--- config.mk ---
export PLATFORM = sky130hd
export DESIGN_NAME = booth_mul_arbiter
export DESIGN_NICKNAME = d
export VERILOG_FILES = /design/src/rtl/booth_mul_pkg.sv /design/src/rtl/booth_step.sv /design/src/rtl/booth_mul_arbiter.sv
export SDC_FILE = /design/constraint.sdc
export NUM_CORES = 1
export LEC_CHECK = 0
export BUFFER_PORTS_ARGS = -buffer_cell sky130_fd_sc_hd__buf_4
export CAP_MARGIN = 20
export CORE_ASPECT_RATIO = 0.9
export CORE_MARGIN = 4
export CORE_UTILIZATION = 51
export DETAILED_ROUTE_END_ITERATION = 8
export PLACE_DENSITY = 0.91
export SLEW_MARGIN = 20
export SYNTH_ARGS = -nofsm -noshare
export SYNTH_HDL_FRONTEND = slang
export SYNTH_HIERARCHICAL = 1
export SYNTH_SLANG_ARGS = --single-unit
export TNS_END_PERCENT = 50
--- constraint.sdc ---
create_clock -name clk -period 3.8 [get_ports clk]
set_clock_uncertainty 0.2 [all_clocks]
set_input_delay 0.95 -clock clk [delete_from_list [all_inputs] [get_ports clk]]
set_output_delay 0.95 -clock clk [all_outputs]
set_load 0.02 [all_outputs]
--- src/rtl/booth_mul_pkg.sv ---
// Shared types for the Booth multiplier arbiter: FSM states, Booth op decode,
// and the width of the optional performance counters.
package booth_mul_pkg;

    typedef enum logic [1:0] {IDLE, ITER, DONE} state_t;

    typedef enum logic [1:0] {OP_NOP, OP_ADD, OP_SUB} booth_op_t;

    localparam int unsigned PERF_W = 16;

    function automatic booth_op_t booth_decode(input logic q0, input logic q_1);
        case ({q0, q_1})
            2'b10:   return OP_SUB;
            2'b01:   return OP_ADD;
            default: return OP_NOP;
        endcase
    endfunction

endpackage

--- src/rtl/booth_step.sv ---
// One radix-2 Booth iteration: conditional add/subtract of M into A, then an
// arithmetic right shift of {A, Q, Q_1}.
module booth_step
    import booth_mul_pkg::*;
#(
    parameter int N = 8
) (
    input  logic [N:0]   a,
    input  logic [N-1:0] q,
    input  logic         q_1,
    input  logic [N:0]   m,
    output logic [N:0]   a_next,
    output logic [N-1:0] q_next,
    output logic         q_1_next
);

    logic [N:0] sum;

    always_comb begin
        case (booth_decode(q[0], q_1))
            OP_ADD:  sum = a + m;
            OP_SUB:  sum = a - m;
            default: sum = a;
        endcase
        a_next   = {sum[N], sum[N:1]};
        q_next   = {sum[0], q[N-1:1]};
        q_1_next = q[0];
    end

endmodule

--- src/rtl/booth_mul_arbiter.sv ---
// Round-robin arbiter sharing one sequential Booth multiplier among NREQ clients.
// Optional BOOTH_MUL_ARB_PERF_EN adds per-requester completion and stall counters.
module booth_mul_arbiter
    import booth_mul_pkg::*;
#(
    parameter int N    = 8,
    parameter int NREQ = 4
) (
    input  logic                      clk,
    input  logic                      rst,
    input  logic [NREQ-1:0]           req_valid,
    output logic [NREQ-1:0]           req_ready,
    input  logic [NREQ*N-1:0]         req_m,
    input  logic [NREQ*N-1:0]         req_q,
    output logic                      resp_valid,
    input  logic                      resp_ready,
    output logic [$clog2(NREQ)-1:0]   resp_id,
    output logic [2*N-1:0]            resp_p,
    output logic                      busy
`ifdef BOOTH_MUL_ARB_PERF_EN
    ,
    output logic [NREQ*PERF_W-1:0]    perf_ops,
    output logic [PERF_W-1:0]         perf_stall
`endif
);

    localparam int IDW = $clog2(NREQ);
    localparam int CW  = $clog2(N);

    state_t state, state_next;

    logic [IDW-1:0] rr_ptr, id_reg, grant_id, idx;
    logic           grant_found, take;
    logic [N:0]     a_reg, m_reg, a_step;
    logic [N-1:0]   q_reg, q_step, m_sel, q_sel;
    logic           q_1, q_1_step;
    logic [CW-1:0]  cnt;

    // First pending requester at or above rr_ptr, wrapping modulo NREQ.
    always_comb begin
        grant_found = 1'b0;
        grant_id    = '0;
        idx         = '0;
        for (int unsigned k = 0; k < NREQ; k++) begin
            idx = IDW'((32'(rr_ptr) + k) % NREQ);
            if (!grant_found && req_valid[idx]) begin
                grant_found = 1'b1;
                grant_id    = idx;
            end
        end
    end

    assign take  = (state == IDLE) && grant_found && !rst;
    assign m_sel = req_m[int'(grant_id)*N +: N];
    assign q_sel = req_q[int'(grant_id)*N +: N];

    booth_step #(.N(N)) u_step (
        .a        (a_reg),
        .q        (q_reg),
        .q_1      (q_1),
        .m        (m_reg),
        .a_next   (a_step),
        .q_next   (q_step),
        .q_1_next (q_1_step)
    );

    always_ff @(posedge clk) begin
        if (rst) state <= IDLE;
        else     state <= state_next;
    end

    always_comb begin
        state_next = state;
        case (state)
            IDLE:    if (take) state_next = ITER;
            ITER:    if (cnt == CW'(N-1)) state_next = DONE;
            DONE:    if (resp_ready) state_next = IDLE;
            default: state_next = IDLE;
        endcase
    end

    always_comb begin
        req_ready = '0;
        if (take) req_ready[grant_id] = 1'b1;
        resp_valid = (state == DONE);
        busy       = (state != IDLE);
    end

    always_ff @(posedge clk) begin
        if (rst) begin
            a_reg  <= '0;
            m_reg  <= '0;
            q_reg  <= '0;
            q_1    <= 1'b0;
            cnt    <= '0;
            id_reg <= '0;
            rr_ptr <= '0;
        end else begin
            case (state)
                IDLE: if (take) begin
                    a_reg  <= '0;
                    q_reg  <= q_sel;
                    q_1    <= 1'b0;
                    m_reg  <= {m_sel[N-1], m_sel};
                    cnt    <= '0;
                    id_reg <= grant_id;
                    rr_ptr <= (grant_id == IDW'(NREQ-1)) ? '0 : grant_id + 1'b1;
                end
                ITER: begin
                    a_reg <= a_step;
                    q_reg <= q_step;
                    q_1   <= q_1_step;
                    cnt   <= cnt + 1'b1;
                end
                default: ;
            endcase
        end
    end

    // A[N] is only a guard bit; after N steps the product fits in 2N bits.
    assign resp_p  = {a_reg[N-1:0], q_reg};
    assign resp_id = id_reg;

`ifdef BOOTH_MUL_ARB_PERF_EN
    logic [PERF_W-1:0] ops_cnt [NREQ];
    logic [PERF_W-1:0] stall_cnt;

    always_ff @(posedge clk) begin
        if (rst) begin
            for (int unsigned k = 0; k < NREQ; k++) ops_cnt[k] <= '0;
            stall_cnt <= '0;
        end else begin
            if (resp_valid && resp_ready && ops_cnt[id_reg] != '1)
                ops_cnt[id_reg] <= ops_cnt[id_reg] + 1'b1;
            if (state == DONE && !resp_ready && stall_cnt != '1)
                stall_cnt <= stall_cnt + 1'b1;
        end
    end

    always_comb begin
        perf_ops = '0;
        for (int unsigned k = 0; k < NREQ; k++)
            perf_ops[k*PERF_W +: PERF_W] = ops_cnt[k];
    end

    assign perf_stall = stall_cnt;
`endif

endmodule
==> results.md, run 1 <==
- Fraction of registers with async set or reset after synthesis: 0%
- Kind of end point of the critical path: primary output
- Sequential group share of total power: 28.8%
- Signed area change from the synthesized netlist to the final layout: 25.3%
- Ordered list of cells on the worst path: buf_4 > nor2b_1 > or4_4 > and2_4 > ha_1 > and2_1 > buf_4
- Die area: 0.00678 mm²
- RD Place Congestion: 0.894
- Count of final hold-check violations: 0
- Clock tree root buffer cell: sky130_fd_sc_hd__clkbuf_8
- Layout filler cell count: 460
- Worst setup path category: input pin to primary output
- Share of cells above drive strength 1: 27.6%
- Number of global-route vias before repair: 2695
- I/O pin count: 95
- Max Cap Violations: 0
- Largest fanout on the critical path: 9
- Util after Layout: 66.4%
- Synth Area in Compound Gates: 22.4%
- Pin count of the biggest net entering global routing: 38
- H-tree lvl count: 2
- Iteration-0 DRC count of the detailed router: 150
- Number of sinks driven by the clock tree: 35
- Mean Syn Cell Area: 8.10 µm²
- Switching fraction of total power: 36.9%
- Pre-CTS WS: 213 ps
- Power share of the clock group: 25.4%
- Peak per-stage delay on the critical path: 580 ps
- Max Root-Sink Buffers: 2
- Number of enable flip-flop cells after synthesis: 0
- Dominant synthesized flop cell: sky130_fd_sc_hd__dfxtp_1
- Number of vias in the routed layout: 2767
- Final standard cell count with taps included and fillers excluded: 484
- Total routing usage reported by global routing: 21.8%
- Total DRC errors in the routed layout: 0
- RSZ-0062 raised after global routing: no
- Power share of the combinational group: 45.9%
- Area of the multi-input gates: 0.00183 mm²
- Number of antenna violations at the first check in global routing: 0
- Number of buffers inserted during clock tree synthesis: 5
- Antenna fix cells: 0
- Number of warnings issued by yosys: 6
- Outcome: finished clean
- Type of element launching the critical path: input pin
- Portion of netlist area occupied by mux cells: 9.64%
- Final critical-path setup slack: 191 ps
- DP Wirelength: 5740 µm
- Static leakage: 1.58 nW
- Post-synthesis share of cell area spent on xor and xnor gates: 3.11%
- Clk Latency, worst-skew pair: 300 ps
- Std cell rows: 25
- Clk pin slew, worst setup/hold paths: 70 ps
- Quantity of I/O buffers inserted on ports: 94
- Top area cells in the synthesized netlist: sky130_fd_sc_hd__dfxtp_1, sky130_fd_sc_hd__mux2i_1, sky130_fd_sc_hd__ha_1
- Hold crit path type: register to register
- Distinct cells, synth: 56
- Synth Net Count: 436
- Basic-gate share of the synthesized area counting and, or, nand and nor cells: 21.8%
- Post-route cell area: 0.00353 mm²
- Net switching power of the design: 594 µW
- Grt ovf: 0
- Number of antenna-violating nets in the routed design: 0
- Main combinational cell family by area after synthesis: compound AO/OA/AOI/OAI gates
- Setup TNS Final: 0 ps
- Slew @ Worst Pin: 866 ps
- Largest register FFs: 9
- Netlist area before placement: 0.00282 mm²
- Data arrival, critical path: 2460 ps
- Hold buffers post-CTS: 0
- Number of failing setup endpoints in the final timing report: 0
- Mapped Cells: 348
- Most frequently used cell type in the post-synthesis netlist: sky130_fd_sc_hd__dfxtp_1
- Adder-Cell Fraction of Synth Area: 7.82%
- Internal cell power: 1.02 mW
- Fin nets: 504
- Total power density per cell area: 457 mW/mm²
- Die Ht: 78.5 µm
- Time the final worst path needs with I/O delays and setup: 3610 ps
- Final Total Pwr: 1.61 mW
- Effective utilization at floorplan: 53.0%
- Routed wire length: 7270 µm
- Detailed-route wire length per cell: 15.0 µm
- Buffers inserted during post-CTS setup optimization: 0
- Pre-Repair DR Iteration Count: 4
- Area leader, netlist: sky130_fd_sc_hd__dfxtp_1
- Placed instance count: 476
- Worst hold slack: 258 ps
- Number of vias per cell after detailed routing: 5.72
- Most used standard cells in the synthesized netlist: sky130_fd_sc_hd__dfxtp_1, sky130_fd_sc_hd__nor2_1, sky130_fd_sc_hd__nand2_1
- Max IR drop VDD: 0.256 mV
- Tightest slew margin relative to the limit: 42.2%
- Share of the cycle needed by the critical path after routing: 95.0%
- Reg area: 701 µm²
- Required time of the critical path: 2650 ps
- Slowest library cell on the worst path: sky130_fd_sc_hd__or4_4
- Die width: 86.4 µm
- Post-detailed-placement cell area: 0.00339 mm²
- Global-route wire length before repair: 12000 µm
- Max-slew violation count: 0
- Post-cts gate resize count: 0
- Floorplan core area: 0.00532 mm²
- Part of the Yosys area used for sequential elements: 24.9%
- Highest achievable clock rate: 277 MHz
- Cell with the most instances on the worst path: sky130_fd_sc_hd__buf_4
- Seq cells post-synth: 35
- CTS tree: done
- Share of Yosys cell area claimed by the top area cell type: 24.9%
layer usage:
layer | share of wire (%) | up-vias | GRT usage [%]
met4 | 2.5 | 0 | 9.50
li1 | - | 1374 | -
met5 | 0 | - | 0
met2 | 46 | 128 | 35.2
met1 | 42 | 1250 | 26.6
met3 | 8.7 | 15 | 6.51
final timing paths:
check / depth (start not counted) / endpoint / start / slack, ps
worst max-delay path: 7 / req_ready[2] / req_valid[0] / 190
worst min-delay path: 2 / resp_id[1]$_SDFFE_PP0P_ / resp_id[1]$_SDFFE_PP0P_ / 260
worst max register to register: 10 / a_reg[6]$_SDFFE_PP0P_ / q_reg[0]$_SDFFE_PP0P_ / 840
worst min register to register: 2 / resp_id[1]$_SDFFE_PP0P_ / resp_id[1]$_SDFFE_PP0P_ / 260
cell usage in the layout (no fill, tap or decap), types with 5 or more instances in the layout:
cell type,n
sky130_fd_sc_hd__nand3b_1,9
sky130_fd_sc_hd__a211oi_1,17
sky130_fd_sc_hd__xnor2_1,8
sky130_fd_sc_hd__nand2_1,28
sky130_fd_sc_hd__nor2b_1,6
sky130_fd_sc_hd__nand2b_1,5
sky130_fd_sc_hd__o221ai_1,8
sky130_fd_sc_hd__o21ai_0,13
sky130_fd_sc_hd__nand3_1,12
sky130_fd_sc_hd__buf_4,98
sky130_fd_sc_hd__dfxtp_1,35
sky130_fd_sc_hd__a21oi_1,23
sky130_fd_sc_hd__inv_1,9
sky130_fd_sc_hd__nor3_1,6
sky130_fd_sc_hd__mux2i_1,26
sky130_fd_sc_hd__a21boi_0,7
sky130_fd_sc_hd__nor2_1,30
sky130_fd_sc_hd__ha_1,16
sky130_fd_sc_hd__clkbuf_8,5
final cells by class:
| cell class | instances | area share (%) |
|---|---|---|
| sequential | 35 | 19.8 |
| multi-input combinational | 265 | 51.9 |
| clock inverter | 3 | 1.91 |
| clock buffer | 5 | 1.95 |
| tap | 67 | 2.37 |
| inverter | 11 | 1.17 |
| timing repair buffer | 98 | 20.8 |
worst max-delay path, delay by kind of cell:
family / cells / cell delay (ps)
and+or+nand+nor: 4 / 1060
buffers and inverters: 2 / 270
adders and majority gates: 1 / 180
cell families after synthesis:
group / Yosys count
and+or+nand+nor: 117
DFF: 35
buffers and inverters: 48
adders and majority gates: 17
AOI/OAI and AO/OA: 94
muxes: 27
xor gates and xnor gates: 10
power groups by stage:
stage	Sequential, mW	Clock [mW]	Combinational (mW)
detailed placement	0.471	0	0.728
floorplan	0.474	0	0.567
global route	0.470	0.427	0.817
finish	0.464	0.409	0.739
CTS	0.463	0.413	0.733
global placement	0.468	0	0.702
Note: power is estimated with default switching activity, not from simulation.
==> inputs of run 2 (changes only) <==
CORE_UTILIZATION = 50   (was 51)
PLACE_DENSITY = 0.89   (was 0.91)
==> run 2 against run 1 <==
  * First-iteration DRC count shrank 23%
  * Die area grew 1.8%
  * Worst hold slack gained 8.4 ps
  * Routed wire length shrank 2.2%
  * Critical path depth is the same
  * Cell area shrank 1.0%
  * Count of clock-buffer cells in the layout grew 3
  * Register-to-register slack gained 20 ps
  * Global-route usage shrank 0.61 points
  * Clock power shrank 27%
  * Cell count is the same
  * Critical path type unchanged
  * Highest routed layer unchanged
==> results.md, run 2 (synthesis gave the netlist of run 1 again) <==
- Outcome: finished clean
- Signed area change from the synthesized netlist to the final layout: 24.0%
- DP Wirelength: 5630 µm
- Number of vias per cell after detailed routing: 5.68
- Internal cell power: 921 µW
- Global-route wire length before repair: 11800 µm
- Buffers inserted during post-CTS setup optimization: 0
- Number of antenna violations at the first check in global routing: 0
- Area of the multi-input gates: 0.00183 mm²
- Pre-CTS WS: 180 ps
- Hold crit path type: register to register
- Final critical-path setup slack: 174 ps
- Routed wire length: 7110 µm
- Commonest non-fill, non-tap cell in the layout: sky130_fd_sc_hd__buf_4
- Highest achievable clock rate: 276 MHz
- Required time of the critical path: 2650 ps
- Number of failing setup endpoints in the final timing report: 0
- Pre-Repair DR Iteration Count: 4
- Top library cells by usage in the layout, fill and taps aside: sky130_fd_sc_hd__buf_4, sky130_fd_sc_hd__dfxtp_1, sky130_fd_sc_hd__nor2_1
- Max Cap Violations: 0
- Kind of end point of the critical path: primary output
- Slew @ Worst Pin: 891 ps
- Final standard cell count with taps included and fillers excluded: 484
- Hold buffers post-CTS: 0
- Max Root-Sink Buffers: 2
- Clk pin slew, worst setup/hold paths: 70 ps
- Tightest slew margin relative to the limit: 40.5%
- Startpoint of the worst setup timing path: req_valid[0]
- Critical register-to-register path startpoint: q_reg[0]$_SDFFE_PP0P_
- Max-slew violation count: 0
- Reg area: 701 µm²
- Antenna fix cells: 0
- Die area: 0.00690 mm²
- Die Ht: 79.2 µm
- Std cell rows: 25
- RSZ-0062 raised after global routing: no
- Post-detailed-placement cell area: 0.00339 mm²
- Net switching power of the design: 577 µW
- Util after Layout: 65.3%
- Quantity of I/O buffers inserted on ports: 94
- Number of vias in the routed layout: 2747
- Pin count of the biggest net entering global routing: 38
- Number of global-route vias before repair: 2683
- Largest fanout on the critical path: 9
- Clock tree root buffer cell: sky130_fd_sc_hd__clkbuf_8
- Post-cts gate resize count: 0
- Floorplan core area: 0.00535 mm²
- Final Total Pwr: 1.50 mW
- H-tree lvl count: 2
- Number of buffers inserted during clock tree synthesis: 5
- Total power density per cell area: 429 mW/mm²
- CTS tree: done
- Max IR drop VDD: 0.283 mV
- Fin nets: 504
- Detailed-route wire length per cell: 14.7 µm
- Setup TNS Final: 0 ps
- Total DRC errors in the routed layout: 0
- Type of element launching the critical path: input pin
- Worst hold slack: 266 ps
- Sequential group share of total power: 30.9%
- Share of the cycle needed by the critical path after routing: 95.4%
- Clk Latency, worst-skew pair: 280 ps
- Time the final worst path needs with I/O delays and setup: 3630 ps
- I/O pin count: 95
- Number of antenna-violating nets in the routed design: 0
- Count of final hold-check violations: 0
- RD Place Congestion: 0.914
- Data arrival, critical path: 2480 ps
- Effective utilization at floorplan: 52.7%
- Power share of the combinational group: 49.3%
- Number of sinks driven by the clock tree: 35
- Share of cells above drive strength 1: 27.3%
- Power share of the clock group: 19.8%
- Placed instance count: 476
- Post-route cell area: 0.00349 mm²
- Worst setup path category: input pin to primary output
- Largest register FFs: 9
- Die width: 87.1 µm
- Switching fraction of total power: 38.5%
- Layout filler cell count: 463
- Grt ovf: 0
- Iteration-0 DRC count of the detailed router: 115
- Hold Crit Start: resp_id[1]$_SDFFE_PP0P_
- Total routing usage reported by global routing: 21.2%
- Static leakage: 1.57 nW
run 2: cell count changes in the layout (fill, tap and decap cells not counted), sizes merged:
cell / previous run / this run
bufinv: 2 / 0
clkinvlp: 1 / 0
clkbuf: 5 / 8
run 2: power by group through the flow:
stage	registers, mW	logic, mW	clock network (mW)
final	0.462	0.739	0.297
after global routing	0.470	0.825	0.319
after CTS	0.462	0.732	0.299
after detailed placement	0.470	0.727	0
after global placement	0.468	0.704	0
after floorplan	0.474	0.567	0
run 2: worst paths after layout:
check,end,slack (ps),depth (start not counted)
max,req_ready[2],170,7
min,resp_id[1]$_SDFFE_PP0P_,270,2
max reg2reg,a_reg[6]$_SDFFE_PP0P_,860,10
min reg2reg,resp_id[1]$_SDFFE_PP0P_,270,2
run 2: cell type report:
type                            count  share of cell area (%)
Timing Repair Buffer               98                    21.1
Tap cell                           67                    2.40
Sequential cell                    35                    20.1
Multi-Input combinational cell    265                    52.5
Clock buffer                        8                    2.86
Inverter                           11                    1.18
run 2: critical path, cell delays in order:
cell	delay, ps
sky130_fd_sc_hd__buf_4	120
sky130_fd_sc_hd__nor2b_1	160
sky130_fd_sc_hd__or4_4	580
sky130_fd_sc_hd__and2_4	180
sky130_fd_sc_hd__ha_1	190
sky130_fd_sc_hd__and2_1	140
sky130_fd_sc_hd__buf_4	150
run 2: routing by layer:
layer	global-route usage (%)	vias up	part of all wire [%]
met4	6.29	0	1.5
met2	34.8	115	47
met5	0	-	0
met1	26.3	1246	41
li1	-	1376	-
met3	6.85	10	9.8
==> inputs of run 3 (changes only) <==
CORE_ASPECT_RATIO = not set   (was 0.9)
==> run 3 against run 2 <==
  * Fmax shrank 0.40%
  * Worst setup slack got worse by 15 ps
  * Combinational power rose by 1%
  * Via count is 1.4% higher
  * Sequential share of layout area decreased by 0.093 points
==> results.md, run 3 (synthesis gave the netlist of run 1 again) <==
- Floorplan core area: 0.00547 mm²
- Fin nets: 505
- Internal cell power: 951 µW
- Largest register FFs: 9
- Cell with the most instances on the worst path: sky130_fd_sc_hd__buf_4
- Final standard cell count with taps included and fillers excluded: 489
- Top routing layer in use: met4
- Share of cells above drive strength 1: 27.3%
- Share of the cycle needed by the critical path after routing: 95.8%
- Net switching power of the design: 584 µW
- Peak per-stage delay on the critical path: 580 ps
- Routed wire length: 7480 µm
- Number of vias in the routed layout: 2785
- Pin count of the biggest net entering global routing: 38
- Die Ht: 83.1 µm
- Static leakage: 1.57 nW
- Highest achievable clock rate: 275 MHz
- RD Place Congestion: 0.867
- Clk pin slew, worst setup/hold paths: 70 ps
- Power share of the combinational group: 48.7%
- Antenna fix cells: 0
- Clock tree root buffer cell: sky130_fd_sc_hd__clkbuf_8
- Max IR drop VDD: 0.217 mV
- Global-route wire length before repair: 12300 µm
- Ordered list of cells on the worst path: buf_4 > nor2b_1 > or4_4 > and2_4 > ha_1 > and2_1 > buf_4
- Met1 WL: 2990 µm
- Largest fanout on the critical path: 9
- Number of antenna violations at the first check in global routing: 0
- Hold buffers post-CTS: 0
- Signed area change from the synthesized netlist to the final layout: 24.6%
- Total DRC errors in the routed layout: 0
- H-tree lvl count: 2
- Number of buffers inserted during clock tree synthesis: 5
- Data arrival, critical path: 2490 ps
- RSZ-0062 raised after global routing: no
- Kind of end point of the critical path: primary output
- Setup TNS Final: 0 ps
- Effective utilization at floorplan: 51.5%
- Slew @ Worst Pin: 947 ps
- Slowest library cell on the worst path: sky130_fd_sc_hd__or4_4
- Top library cells by usage in the layout, fill and taps aside: sky130_fd_sc_hd__buf_4, sky130_fd_sc_hd__dfxtp_1, sky130_fd_sc_hd__nor2_1
- Type of element launching the critical path: input pin
- Max Cap Violations: 0
- Routed length on met2: 3790 µm
- Count of final hold-check violations: 0
- Switching fraction of total power: 38.1%
- Placed instance count: 482
- Post-cts gate resize count: 0
- Number of vias per cell after detailed routing: 5.70
- Grt ovf: 0
- Sequential group share of total power: 30.0%
- Iteration-0 DRC count of the detailed router: 111
- Buffers inserted during post-CTS setup optimization: 0
- Quantity of I/O buffers inserted on ports: 94
- Total power density per cell area: 437 mW/mm²
- Max-slew violation count: 0
- Worst setup path category: input pin to primary output
- I/O pin count: 95
- Die width: 83.1 µm
- Number of sinks driven by the clock tree: 35
- Total routing usage reported by global routing: 21.1%
- Pre-Repair DR Iteration Count: 4
- Outcome: finished clean
- Std cell rows: 27
- Commonest non-fill, non-tap cell in the layout: sky130_fd_sc_hd__buf_4
- Tightest slew margin relative to the limit: 36.7%
- Number of failing setup endpoints in the final timing report: 0
- DP Wirelength: 5600 µm
- Detailed-route wire length per cell: 15.3 µm
- Power share of the clock group: 21.3%
- Max Root-Sink Buffers: 2
- CTS tree: done
- Required time of the critical path: 2650 ps
- Sum of met3 wire segment lengths after detailed routing: 518 µm
- Number of antenna-violating nets in the routed design: 0
- Clk Latency, worst-skew pair: 290 ps
- Time the final worst path needs with I/O delays and setup: 3640 ps
- Die area: 0.00690 mm²
- Number of global-route vias before repair: 2791
- Hold crit path type: register to register
## run 3: changes by cell type in the layout (fill, tap and decap cells not counted)
cell / delta
sky130_fd_sc_hd__clkbuf_8: -2
sky130_fd_sc_hd__buf_4: +1
sky130_fd_sc_hd__bufinv_16: +1
## run 3: power groups by stage
stage	clock network [mW]	registers, mW	logic [mW]
final	0.326	0.461	0.748
after detailed placement	0	0.468	0.731
after global routing	0.343	0.468	0.828
after global placement	0	0.466	0.708
after CTS	0.330	0.461	0.741
after floorplan	0	0.474	0.567
## run 3: worst paths after layout
path	start	to	slack, ps	cells after the start
worst max register to register	q_reg[0]$_SDFFE_PP0P_	a_reg[6]$_SDFFE_PP0P_	870	10
worst min-delay path	resp_id[0]$_SDFFE_PP0P_	resp_id[0]$_SDFFE_PP0P_	260	2
worst min register to register	resp_id[0]$_SDFFE_PP0P_	resp_id[0]$_SDFFE_PP0P_	260	2
worst max-delay path	req_valid[0]	req_ready[0]	160	7
## run 3: stage by stage
step | util (%) | power (mW) | instance area, µm² | worst slack, ps | hold slack, ps
detailed placement | 62.1 | 1.20 | 3400 | 167 | 250
global route | 64.2 | 1.64 | 3510 | 109 | 293
CTS | 64.0 | 1.53 | 3500 | 161 | 261
finish | 64.2 | 1.53 | 3510 | 159 | 265
global placement | 62.1 | 1.17 | 3400 | 227 | 239
floorplan | - | 1.04 | 2820 | 150 | 248
## run 3: final cells by class
class	instances	area, µm²
repair buffers	99	743
clock buffers	6	72.6
clock inverters	1	30.0
inverters	11	41.3
flip-flops and latches	35	701
well taps	72	90.1
fillers	497	1960
multi-input cells	265	1830
## run 3: routing by layer
| metal | global-route usage (%) | up-vias |
|---|---|---|
| li1 | - | 1378 |
| met1 | 24.3 | 1287 |
| met2 | 37.0 | 99 |
| met3 | 5.95 | 21 |
| met4 | 7.58 | 0 |
| met5 | 0 | - |
## run 3: critical path, delay by kind of cell
| kind | cells | cell delay (ps) |
|---|---|---|
| fa+ha+maj | 1 | 190 |
| buf+inv | 2 | 280 |
| simple gates | 4 | 1060 |
